File: src/rtl/fp_compare_pipe.sv
// rtl/fp_compare_pipe.sv - two-stage pipelined floating-point comparator with swap/exponent-difference outputs
// Stage 1 registers raw field compares and classification; stage 2 resolves ordering and holds results.
module fp_compare_pipe #(
  parameter int EXP_W = 8,
  parameter int MAN_W = 23,
  localparam int DW = 1 + EXP_W + MAN_W
) (
  input  logic             Clk,
  input  logic             Reset_n,
  input  logic             InValid,
  output logic             InReady,
  input  logic [DW-1:0]    OperandA,
  input  logic [DW-1:0]    OperandB,
  input  logic             SignedMode,
  output logic             OutValid,
  input  logic             OutReady,
  output logic [1:0]       Compare,
  output logic             Swap,
  output logic [EXP_W-1:0] ExpDiff
);

  localparam logic [1:0] CMP_EQ = 2'b00;
  localparam logic [1:0] CMP_GT = 2'b01;
  localparam logic [1:0] CMP_LT = 2'b10;
  localparam logic [1:0] CMP_UN = 2'b11;

  logic             sign_a, sign_b;
  logic [EXP_W-1:0] exp_a, exp_b;
  logic [MAN_W-1:0] man_a, man_b;
  logic [EXP_W:0]   exp_sub;
  logic [EXP_W-1:0] exp_abs;

  assign sign_a = OperandA[DW-1];
  assign sign_b = OperandB[DW-1];
  assign exp_a  = OperandA[DW-2 -: EXP_W];
  assign exp_b  = OperandB[DW-2 -: EXP_W];
  assign man_a  = OperandA[MAN_W-1:0];
  assign man_b  = OperandB[MAN_W-1:0];

  // Borrow out of the widened subtract says expB > expA.
  assign exp_sub = {1'b0, exp_a} - {1'b0, exp_b};
  assign exp_abs = exp_sub[EXP_W] ? (exp_b - exp_a) : exp_sub[EXP_W-1:0];

  logic             s1_valid;
  logic             s1_exp_gt, s1_exp_eq, s1_man_gt, s1_man_eq;
  logic             s1_sign_a, s1_sign_b, s1_signed;
  logic             s1_nan_a, s1_nan_b, s1_zero_a, s1_zero_b;
  logic [EXP_W-1:0] s1_exp_diff;

  logic adv1, adv2;

  assign adv2    = ~OutValid | OutReady;
  assign adv1    = ~s1_valid | adv2;
  assign InReady = adv1;

  always_ff @(posedge Clk or negedge Reset_n) begin
    if (!Reset_n) begin
      s1_valid    <= 1'b0;
      s1_exp_gt   <= 1'b0;
      s1_exp_eq   <= 1'b0;
      s1_man_gt   <= 1'b0;
      s1_man_eq   <= 1'b0;
      s1_sign_a   <= 1'b0;
      s1_sign_b   <= 1'b0;
      s1_signed   <= 1'b0;
      s1_nan_a    <= 1'b0;
      s1_nan_b    <= 1'b0;
      s1_zero_a   <= 1'b0;
      s1_zero_b   <= 1'b0;
      s1_exp_diff <= '0;
    end else if (adv1) begin
      s1_valid <= InValid;
      if (InValid) begin
        s1_exp_gt   <= exp_a > exp_b;
        s1_exp_eq   <= exp_a == exp_b;
        s1_man_gt   <= man_a > man_b;
        s1_man_eq   <= man_a == man_b;
        s1_sign_a   <= sign_a;
        s1_sign_b   <= sign_b;
        s1_signed   <= SignedMode;
        s1_nan_a    <= (&exp_a) & (|man_a);
        s1_nan_b    <= (&exp_b) & (|man_b);
        s1_zero_a   <= ~(|exp_a) & ~(|man_a);
        s1_zero_b   <= ~(|exp_b) & ~(|man_b);
        s1_exp_diff <= exp_abs;
      end
    end
  end

  logic       mag_gt, mag_eq;
  logic [1:0] mag_cmp, next_cmp;
  logic       next_swap;

  always_comb begin
    mag_gt    = s1_exp_gt | (s1_exp_eq & s1_man_gt);
    mag_eq    = s1_exp_eq & s1_man_eq;
    next_swap = ~mag_gt & ~mag_eq;
    mag_cmp   = mag_eq ? CMP_EQ : (mag_gt ? CMP_GT : CMP_LT);
    next_cmp  = mag_cmp;
    if (s1_nan_a | s1_nan_b) begin
      next_cmp = CMP_UN;
    end else if (s1_signed) begin
      if (s1_zero_a & s1_zero_b) begin
        next_cmp = CMP_EQ;
      end else if (s1_sign_a != s1_sign_b) begin
        next_cmp = s1_sign_a ? CMP_LT : CMP_GT;
      end else if (s1_sign_a) begin
        // Both negative: larger magnitude is the smaller value.
        next_cmp = mag_eq ? CMP_EQ : (mag_gt ? CMP_LT : CMP_GT);
      end
    end
  end

  always_ff @(posedge Clk or negedge Reset_n) begin
    if (!Reset_n) begin
      OutValid <= 1'b0;
      Compare  <= CMP_EQ;
      Swap     <= 1'b0;
      ExpDiff  <= '0;
    end else if (adv2) begin
      OutValid <= s1_valid;
      if (s1_valid) begin
        Compare <= next_cmp;
        Swap    <= next_swap;
        ExpDiff <= s1_exp_diff;
      end
    end
  end

endmodule

File: config.mk
export PLATFORM = sky130hd
export DESIGN_NAME = fp_compare_pipe
export DESIGN_NICKNAME = d
export VERILOG_FILES = /design/src/rtl/fp_compare_pipe.sv
export SDC_FILE = /design/constraint.sdc
export NUM_CORES = 1
export LEC_CHECK = 0
export BUFFER_PORTS_ARGS = -buffer_cell sky130_fd_sc_hd__buf_2
export CORE_MARGIN = 2
export CORE_UTILIZATION = 50
export CTS_CLUSTER_DIAMETER = 40
export DETAILED_ROUTE_END_ITERATION = 8
export MAX_ROUTING_LAYER = met4
export PLACE_DENSITY = 0.79
export SYNTH_ARGS = -nofsm -noshare
export SYNTH_HDL_FRONTEND = slang
export SYNTH_SLANG_ARGS = --single-unit
File: constraint.sdc
create_clock -name Clk -period 1.7 [get_ports Clk]
set_input_delay 0 -clock Clk [delete_from_list [all_inputs] [get_ports Clk]]
set_output_delay 0 -clock Clk [all_outputs]
set_load 0.02 [all_outputs]
==> tab_implementation.tex <==
\begin{tabular}{lr}
\hline
Metric & Value \\
\hline
\multicolumn{2}{l}{\textbf{Floorplan}} \\
Initial cell density of the core & 52.5\% \\
Row count & 26 \\
Die extent in y & 77.7 um \\
Core Footprint & 0.00517 mm2 \\
Die Wd & 77.7 um \\
Die area & 0.00604 mm2 \\
Number of top-level design ports & 82 \\
\multicolumn{2}{l}{\textbf{Cells and area}} \\
Registers with the most flip-flops & ExpDiff (8), s1\_exp\_diff (8), Compare (2) \\
Antenna cells & 0 \\
Commonest non-fill, non-tap cell in the layout & sky130\_fd\_sc\_hd\_\_buf\_2 \\
Number of fill cells & 421 \\
Number of nets in the final layout & 550 \\
Final standard cell utilization of the core & 70.4\% \\
Proportion of layout cells with a drive suffix above 1 & 34.2\% \\
Sequential cell area & 801 um2 \\
Leading cell types in the layout, fill and taps excluded & 81 x sky130\_fd\_sc\_hd\_\_buf\_2, 43 x sky130\_fd\_sc\_hd\_\_inv\_1, 38 x sky130\_fd\_sc\_hd\_\_buf\_4, 37 x sky130\_fd\_sc\_hd\_\_nand2\_1, 37 x sky130\_fd\_sc\_hd\_\_ha\_1 \\
Final standard cell area without fillers & 0.00364 mm2 \\
Multi-input gate area in the final layout & 0.00175 mm2 \\
Area growth, synth to finish & 34.1\% \\
\multicolumn{2}{l}{\textbf{Timing}} \\
Final count of pins violating max slew & 0 \\
Number of setup violations in the final report & 0 \\
Worst hold slack across all endpoints & 0.0145 ns \\
Maximum clock skew at final layout & 0.00343 ns \\
Final period util & 97.0\% \\
Minimum clock period after layout & 1.65 ns \\
Setup repair after global routing missed its margin & no \\
Final setup TNS & 0 ns \\
Remaining max-slew budget at the tightest pin & 55.0\% \\
Final Hold Fails & 0 \\
Worst Tran Pin Value & 0.676 ns \\
Achievable frequency & 606 MHz \\
\multicolumn{2}{l}{\textbf{Clocking}} \\
H-Tree Level Count & 2 \\
Clock network latency to the later pin of the worst-skew pair & 0.28 ns \\
Number of buffers created by CTS & 5 \\
Number of buffers on the longest clock path & 2 \\
Clock Sinks & 32 \\
Root Buffer Master & sky130\_fd\_sc\_hd\_\_clkbuf\_8 \\
Clock Pin Slew Worst Setup and Hold Paths & 0.06 ns \\
Clock tree from TritonCTS & yes \\
\multicolumn{2}{l}{\textbf{Critical path}} \\
Beginning of the worst register-to-register path & OutValid \\
Launching instance or port of the critical path & OperandA[23] \\
Crit path DAT & 1.87 ns \\
Worst Path Max Fanout & 4 \\
Kind of launch point of the worst setup path & input port \\
Endpoint type of the worst setup path & flip-flop \\
Data required time of the worst path & 1.92 ns \\
Category of the most critical setup path & input port to flip-flop \\
\multicolumn{2}{l}{\textbf{Drt}} \\
Number of design rule violations left after detail routing & 0 \\
Number of optimization iterations in the first detailed-route pass & 4 \\
Total Routed Length & 7.04 mm \\
Average wire per standard cell & 13.7 um \\
Initial detailed-routing violation count & 96 \\
Number of routed nets with antenna violations & 0 \\
Routed vias/inst & 5.36 \\
Count of vias placed by the detailed router & 2,743 \\
\multicolumn{2}{l}{\textbf{Yosys}} \\
Fraction of the mapped netlist area in compound gates & 18.7\% \\
Synthesized area divided by synthesized cell count & 8.60 um2 \\
Proportion of synthesized area in mux cells & 4.47\% \\
Simple logic cell fraction of the synthesized area & 20.3\% \\
Count of state elements after synthesis & 32 \\
Summed instance area of the synthesized netlist & 0.00272 mm2 \\
Sequential-to-total area share from yosys stat & 29.5\% \\
Post-Synth XOR/XNOR Area & 0.967\% \\
Syn Inst Count & 316 \\
EDFF count, synth & 0 \\
Adder-cell share of the synthesized area & 19.0\% \\
Commonest register cell after synthesis & sky130\_fd\_sc\_hd\_\_dfrtp\_1 \\
Async set-or-reset flop fraction in the synthesized netlist & 100\% \\
Total nets after synthesis & 425 \\
Yosys synthesis warning count & 0 \\
Largest family of logic cells by synthesized area & simple AND/OR/NAND/NOR gates \\
Number of different library cells in the post-synthesis netlist & 47 \\
\multicolumn{2}{l}{\textbf{Power and ir drop}} \\
Sequential share of power & 36.2\% \\
Internal cell power & 1.83 mW \\
Switching Power & 0.911 mW \\
Leakage power figure & 1.94 nW \\
Clock Power Share & 25.6\% \\
Sw Share & 33.2\% \\
Comb pwr share & 38.2\% \\
Peak ir drop on the vdd network & 0.000443 V \\
Post-route total power & 2.74 mW \\
Areal power density over the cells & 753 mW/mm2 \\
\multicolumn{2}{l}{\textbf{Place}} \\
RePlAce Congestion & 0.959 \\
Count of buffers inserted at the top-level ports & 81 \\
Post-DP HPWL & 5.92 mm \\
Standard cell area after detailed placement & 0.00346 mm2 \\
\multicolumn{2}{l}{\textbf{Global route}} \\
Remaining Overflow, GRT & 0 \\
Initial antenna violation count & 0 \\
Global-route wire length before repair & 11.8 mm \\
Number of global-route vias before repair & 2,616 \\
GRT Total Usage & 25.3\% \\
Maximum number of pins on one net before global-route repair & 33 \\
\multicolumn{2}{l}{\textbf{Run}} \\
Number of max-capacitance violations reported & 0 \\
\multicolumn{2}{l}{\textbf{Worst hold path}} \\
Hold path startpoint & OutReady \\
Classification of the worst-slack hold path & input port to flip-flop \\
\multicolumn{2}{l}{\textbf{Outcome}} \\
Run status & finished clean \\
\hline
\end{tabular}
==> through the flow <==
step | instances | setup slack (ns)
2_1_floorplan | 316 | 0.00154
3_3_place_gp | 498 | -0.200
3_5_place_dp | 498 | -0.241
4_1_cts | 511 | 0.0593
5_1_grt | 512 | 0.00164
6_report | 512 | 0.0503
==> worst max-delay path: stages <==
cell                       delay (ns)
sky130_fd_sc_hd__buf_2           0.11
sky130_fd_sc_hd__inv_1           0.05
sky130_fd_sc_hd__ha_2            0.19
sky130_fd_sc_hd__fa_2            0.35
sky130_fd_sc_hd__nand3b_1        0.20
sky130_fd_sc_hd__a21o_4          0.26
sky130_fd_sc_hd__nand2_4         0.08
sky130_fd_sc_hd__a311oi_1        0.06
sky130_fd_sc_hd__or4_1           0.48
sky130_fd_sc_hd__nand3_1         0.09
==> power by group through the flow <==
stage | logic, mW | clock network, mW | registers [mW]
floorplan | 0.494 | 0 | 1.10
global placement | 0.996 | 0 | 0.999
detailed placement | 1.02 | 0 | 1.01
CTS | 1.03 | 0.717 | 0.996
global route | 1.15 | 0.757 | 1.01
finish | 1.05 | 0.701 | 0.993
==> metal layers <==
metal | GRT usage [%] | part of all wire, %
met1 | 33.7 | 47
met5 | - | 0
met4 | 10.2 | 2.2
met2 | 39.1 | 46
met3 | 3.14 | 4.9
==> logic make-up after synthesis <==
family | after synthesis
simple gates | 108
compound gates | 73
buf+inv | 49
fa+ha+maj | 40
flops | 32
mux | 11
xor+xnor | 3
==> worst paths after layout <==
kind	depth (start not counted)	slack, ns	end
min	3	0.01	OutValid
min in group asynchronous	2	0.28	ExpDiff[7]
min reg2reg	2	0.47	Compare[0]
max in group asynchronous	2	0.98	s1_nan_a
max reg2reg	6	0.24	s1_man_gt
max	10	0.05	s1_exp_diff[6]
==> Yosys cell counts, drive strengths merged, types with 2 or more instances <==
cell type  number  share of area [%]
nor4           14                3.2
buf             2               0.60
nand4          14                3.2
a21oi          15                3.2
nor2b           4               0.92
fa              2                1.5
a21o           12                3.6
o21bai          2               0.55
dfrtp          32                 29
mux2            9                3.7
o41ai           2               0.64
nand2b          6                1.4
o31ai           2               0.74
nor3            5               0.92
a31oi           2               0.46
a21boi          2               0.55
xnor2           2               0.64
nand3           7                1.3
and2            2               0.46
and3            2               0.46
nand3b          2               0.55
nand2          39                5.7
o211ai          5                1.4
o21ai          18                3.3
ha             38                 17
nor2           10                1.4
inv            43                5.9
a311oi          2               0.64
mux2i           2               0.74
clkbuf          4               0.55
a211oi          5                1.4
==> cell type report <==
type / count / share of cell area (%)
inverters: 43 / 4.43
multi-input cells: 235 / 47.9
clock buffers: 6 / 1.99
repair buffers: 124 / 20.3
well taps: 70 / 2.40
flip-flops and latches: 32 / 22.0
clock inverters: 2 / 0.962
==> timing repair <==
action / 4_1_cts / 5_1_grt
gates resized for setup: 0 / 4
setup endpoints to repair: 0 / 3
buffers inserted: 0 / 1
endpoints found under the hold margin: 36 / 0
hold buffers: 5 / 0
Note: power is estimated with default switching activity, not from simulation.
